`config.mk`:
```
export PLATFORM = sky130hd
export DESIGN_NAME = alu_seq_ctrl
export DESIGN_NICKNAME = d
export VERILOG_FILES = /design/src/rtl/alu_seq_ctrl.sv
export SDC_FILE = /design/constraint.sdc
export NUM_CORES = 1
export LEC_CHECK = 0
export BUFFER_PORTS_ARGS = -buffer_cell sky130_fd_sc_hd__buf_2
export CORE_MARGIN = 3
export CORE_UTILIZATION = 35
export DETAILED_ROUTE_END_ITERATION = 10
export HOLD_SLACK_MARGIN = 0.05
export SLEW_MARGIN = 20
export SYNTH_ARGS = -nofsm -noshare
export SYNTH_HDL_FRONTEND = slang
export SYNTH_SLANG_ARGS = --single-unit
```
`constraint.sdc`:
```
create_clock -name CLK -period 3.4 [get_ports CLK]
set_input_delay 0.51 -clock CLK [delete_from_list [all_inputs] [get_ports CLK]]
set_output_delay 0.51 -clock CLK [all_outputs]
set_load 0.005 [all_outputs]
```
`src/rtl/alu_seq_ctrl.sv`:
```
// Operand-entry / arithmetic sequencer for the 4-bit calculator: debounced enter key,
// add/sub/neg in one cycle, shift-add multiply over four cycles.
// state  | meaning
// LOAD_A | waiting for press to latch A (clears R/ovf)
// LOAD_B | waiting for press to latch B and OP
// EXEC   | single-cycle ops complete; mul operands prepared
// MUL    | one |B| bit per cycle, result written on the 4th
// SHOW   | hold results until press
module alu_seq_ctrl #(
  parameter int SYNC_STAGES     = 2,
  parameter int DEBOUNCE_CYCLES = 4
) (
  input  logic       CLK,
  input  logic       RESETn,
  input  logic [3:0] SW,
  input  logic [1:0] OP,
  input  logic       KEY_N,
  output logic [3:0] A,
  output logic [3:0] B,
  output logic [3:0] R,
  output logic       ovf,
  output logic       BUSY,
  output logic [2:0] STATE
);

  localparam int CW = $clog2(DEBOUNCE_CYCLES + 1);

  typedef enum logic [2:0] {
    LOAD_A = 3'b000,
    LOAD_B = 3'b001,
    EXEC   = 3'b010,
    MUL    = 3'b011,
    SHOW   = 3'b100
  } state_t;

  logic [SYNC_STAGES-1:0] r_sync;
  logic [CW-1:0]          r_cnt;
  logic                   r_stable;
  logic                   r_press;
  logic                   w_key_s;

  state_t     r_state;
  logic [3:0] r_a, r_b, r_r;
  logic       r_ovf;
  logic [1:0] r_op;
  logic [3:0] r_mag_a, r_mag_b;
  logic       r_sign;
  logic [7:0] r_acc;
  logic [1:0] r_it;

  logic [3:0] w_add, w_sub, w_neg, w_abs_a, w_abs_b;
  logic [7:0] w_pp, w_acc_nxt, w_prod;
  logic       w_prod_ovf;

  assign w_key_s = r_sync[SYNC_STAGES-1];

  // The count only advances while the synchronized key disagrees with the accepted
  // level, so any return to the old level (bounce or short glitch) restarts it.
  always_ff @(posedge CLK or negedge RESETn) begin
    if (!RESETn) begin
      r_sync   <= '1;
      r_cnt    <= '0;
      r_stable <= 1'b1;
      r_press  <= 1'b0;
    end else begin
      r_sync  <= {r_sync[SYNC_STAGES-2:0], KEY_N};
      r_press <= 1'b0;
      if (w_key_s == r_stable) begin
        r_cnt <= '0;
      end else if (r_cnt == CW'(DEBOUNCE_CYCLES - 1)) begin
        r_cnt    <= '0;
        r_stable <= w_key_s;
        r_press  <= ~w_key_s;
      end else begin
        r_cnt <= r_cnt + 1'b1;
      end
    end
  end

  assign w_add   = r_a + r_b;
  assign w_sub   = r_a - r_b;
  assign w_neg   = 4'd0 - r_a;
  assign w_abs_a = r_a[3] ? 4'd0 - r_a : r_a;
  assign w_abs_b = r_b[3] ? 4'd0 - r_b : r_b;

  assign w_pp       = r_mag_b[r_it] ? ({4'd0, r_mag_a} << r_it) : 8'd0;
  assign w_acc_nxt  = r_acc + w_pp;
  assign w_prod     = r_sign ? 8'd0 - w_acc_nxt : w_acc_nxt;
  // Product fits in 4 signed bits only when bits 7..3 are all equal.
  assign w_prod_ovf = ~((&w_prod[7:3]) | ~(|w_prod[7:3]));

  always_ff @(posedge CLK or negedge RESETn) begin
    if (!RESETn) begin
      r_state <= LOAD_A;
      r_a     <= '0;
      r_b     <= '0;
      r_r     <= '0;
      r_ovf   <= 1'b0;
      r_op    <= '0;
      r_mag_a <= '0;
      r_mag_b <= '0;
      r_sign  <= 1'b0;
      r_acc   <= '0;
      r_it    <= '0;
    end else begin
      case (r_state)
        LOAD_A: if (r_press) begin
          r_a     <= SW;
          r_r     <= '0;
          r_ovf   <= 1'b0;
          r_state <= LOAD_B;
        end
        LOAD_B: if (r_press) begin
          r_b     <= SW;
          r_op    <= OP;
          r_state <= EXEC;
        end
        EXEC: begin
          r_state <= SHOW;
          case (r_op)
            2'b00: begin
              r_r   <= w_add;
              r_ovf <= (r_a[3] == r_b[3]) && (w_add[3] != r_a[3]);
            end
            2'b01: begin
              r_r   <= w_sub;
              r_ovf <= (r_a[3] != r_b[3]) && (w_sub[3] != r_a[3]);
            end
            2'b11: begin
              r_r   <= w_neg;
              r_ovf <= (r_a == 4'b1000);
            end
            default: begin
              r_mag_a <= w_abs_a;
              r_mag_b <= w_abs_b;
              r_sign  <= r_a[3] ^ r_b[3];
              r_acc   <= '0;
              r_it    <= '0;
              r_state <= MUL;
            end
          endcase
        end
        MUL: begin
          r_acc <= w_acc_nxt;
          r_it  <= r_it + 1'b1;
          if (r_it == 2'd3) begin
            r_r     <= w_prod[3:0];
            r_ovf   <= w_prod_ovf;
            r_state <= SHOW;
          end
        end
        SHOW: if (r_press) r_state <= LOAD_A;
        default: r_state <= LOAD_A;
      endcase
    end
  end

  assign A     = r_a;
  assign B     = r_b;
  assign R     = r_r;
  assign ovf   = r_ovf;
  assign BUSY  = (r_state == EXEC) || (r_state == MUL);
  assign STATE = r_state;

endmodule

```
==> summary.md <==
| Metric | Value |
|---|---|
| Most common cell after layout, fill and taps aside | `dfrtp_1` |
| Syn_area_per_cell | `approximately 9.6 um^2` |
| Hold Buf Count CTS | `0` |
| Yosys reg bits | `44` |
| Reg2reg end | `ovf` |
| Clock tree root buffer cell | `clkbuf_8` |
| Min Tclk post-route | `3227 ps` |
| Number of H-tree levels | `2` |
| Tcrit/Tclk final | `94.91%` |
| WP data arrival | `3420 ps` |
| Antenna Cells | `0` |
| CP startpoint kind | `flop` |
| Layout cell share with drive strength beyond 1 | `approximately 25%` |
| Post-route ant nets | `0` |
| Synth Area in Adders | `9.605%` |
| Met2 routed WL | `3079 um` |
| FMAX | `309.9 MHz` |
| Number of flops mapped to enable cells by yosys | `0` |
| Final core utilization | `41.65%` |
| Mapped cell area | `3100 um^2` |
| Area fraction in compound gates after synthesis | `17.43%` |
| # port buffers | `25` |
| Clock Skew | `6.469 ps` |
| Die height | `100.1 um` |
| Max-slew headroom at the worst pin | `61.48%` |
| Synth top area cells | `dfrtp_1 33%, ha_1 7.7%, mux2_2 4.4%` |
| Vias post-DR | `2413` |
| R2R setup slack | `170 ps` |
| Largest net degree at the start of global routing | `45` |
| Register area share after synthesis | `35.63%` |
| Final hold vios | `0` |
| Nets | `379` |
| Fin Setup TNS | `0 ps` |
| Leak | `1.567 nW` |
| Worst reg-to-reg path cell count | `12` |
| CP required | `3600 ps` |
| Worst hold path class | `in2async` |
| CP Max Fanout | `8` |
| Cell variety after synth | `63` |
| DP Area | `~3300 um^2` |
| Status | `finished, final reports clean` |
| RR Startpoint | `r_it[0]` |
| Power per cell area | `between 400 and 500 nW/um^2` |
| Detailed Routing Iterations Pass 1 | `4` |
| Synth top area share | `roughly 33%` |
| Setup Viol. Count Final | `0` |
| Die ar. | `10020 um^2` |
| Worst Setup End Kind | `flop` |
| Row cnt | `33` |
| Yosys Warn Count | `0` |
| Post-DR vias/cell | `5.315` |
| I/O pins | `26` |
| Width of the die | `~100 um` |
| Area growth syn-to-layout | `13.16%` |
| Antenna violations before repair | `0` |
| Final HPWL DP | `4928 um` |
| Power, Total | `0.001749 W` |
| XOR/XNOR Fraction of Synth Area | `5.287%` |
| Total GRT Usage | `14.13%` |
| Worst Max-Slew Pin Slew | `roughly 580 ps` |
| Clock Tree Buf Depth | `2` |
| Most frequent cells in the layout | `40 x dfrtp_1, 32 x nand2_1, 24 x buf_2` |
| Clock-pin transition on the worst setup and hold timing paths | `90 ps` |
| Largest area contributor in the netlist | `dfrtp_1` |
| Highest metal used | `met4` |
| Mapped Cells | `323` |
| Core area | `8423 um^2` |
| Sink Count | `44` |
| Syn_nets | `354` |
| TritonCTS Buffers | `5` |
| VDD IR-drop max | `0.3870 mV` |
| Average routed wire per standard cell | `14.83 um` |
| DRT met1 WL | `roughly 3400 um` |
| Worst-skew pair later-pin latency | `300 ps` |
| Main combinational cell family by area after synthesis | `simple AND/OR/NAND/NOR gates` |
| Number of global-route vias before repair | `~2300` |
| Mux share of post-synthesis cell area | `under 10%` |
| Setup CP Type | `reg2reg` |
| DRT iter0 DRCs | `159` |
| Asr flop ratio synth | `100.0%` |
| Wire length of the first global-routing pass | `between 10000 and 15000 um` |
| Grt ovf | `0` |
| Post-synth top flop | `dfrtp_1` |
| Finished Cell Area | `3508 um^2` |
| CTS tree | `yes` |
| Initial Utilization | `a little under two fifths` |
| Min Hold Slack | `189.3 ps` |
| Gpl congestion | `around 0.85` |
| DRC violations left | `0` |
| Slew Viols, Final | `0` |
| Drt total wl | `a little under 7000 um` |
| # Max-Cap Violations | `0` |
| Synth Area in Simple Gates | `just under 20%` |
| DR WL met3 | `between 200 and 250 um` |
[cell usage after synthesis, types with 3 or more instances]
master and number:
dfrtp_1 41, nand2_1 32, nor2_1 20, ha_1 19, o21ai_0 17, clkbuf_1 15
a21oi_1 14, inv_1 14, mux2_2 12, o22ai_1 10, xnor2_1 9, nor2b_1 7
mux2i_1 6, nand2b_1 6, nand3_1 6, nor3b_1 6, xor2_1 6, a211oi_1 5
and2_1 5, nand3b_1 4, or2_2 4, dfstp_2 3, fa_1 3, nor3_1 3
nor4b_1 3, o211ai_1 3, o31ai_1 3
[worst max path at each step]
| stage | startpoint | endpoint |
|---|---|---|
| floorplan | r_it[0] | ovf |
| global placement | r_it[0] | ovf |
| detailed placement | r_it[0] | ovf |
| CTS | r_it[0] | ovf |
| global route | r_it[0] | ovf |
| finish | r_it[0] | ovf |
[power by group]
part,internal [W],leakage [nW],total (W),switching [W]
Clock,0.000222,0.0548,0.000418,0.000197
Sequential,0.000595,0.576,0.000740,0.000146
Combinational,0.000290,0.936,0.000590,0.000300
[final cells by class]
cell class	instances	area, um^2
clock inverters	3	46.29
inverters	14	52.55
well taps	105	131.4
multi-input cells	244	1871
repair buffers	39	232.7
flip-flops and latches	44	1106
fillers	847	4915
clock buffers	5	68.82
[logic make-up after synthesis]
logic type	after synthesis
multiplexers	20
flip-flops	44
buffers and inverters	35
adder cells (fa/ha/maj)	22
AO/OA/AOI/OAI	76
XOR/XNOR	17
AND/OR/NAND/NOR	109
[per-layer routing]
metal	track usage, %	up-vias
li1	-	1196
met1	19.99	1173
met2	22.68	39
met3	2.085	5
met4	3.731	0
met5	0	-
[registers in the layout, summed over array words and instances (netlist names)]
register	count
r_sign	1
r_cnt	3
r_press	1
B	4
STATE	3
ovf	1
r_sync	2
r_op	2
r_acc	8
R	4
A	4
r_mag_a	4
r_it	2
r_stable	1
r_mag_b	4
[through the flow]
step           setup WS, ps  instances
2_1_floorplan         151.6        323
3_3_place_gp          108.7        442
3_5_place_dp         -15.49        442
4_1_cts               6.790        450
5_1_grt              -37.56        454
6_report              173.2        454
[what timing repair did]
item	4_1_cts	5_1_grt
pin swaps	0	3
setup endpoints to repair	1	1
buffers inserted	0	4
hold endpoints to repair	0	0
gates cloned	0	0
gates resized for setup	2	4
[critical path, stage by stage (launching register included)]
cell	delay [ps]
dfrtp_2	450
mux4_2	540
o211a_1	140
ha_2	310
a211oi_2	260
nor2_1	120
xnor2_2	260
buf_4	170
a41oi_2	120
xor2_1	190
xnor2_1	270
o2111a_1	250
o31ai_2	60
No activity file was read; power rests on OpenSTA's default activity.
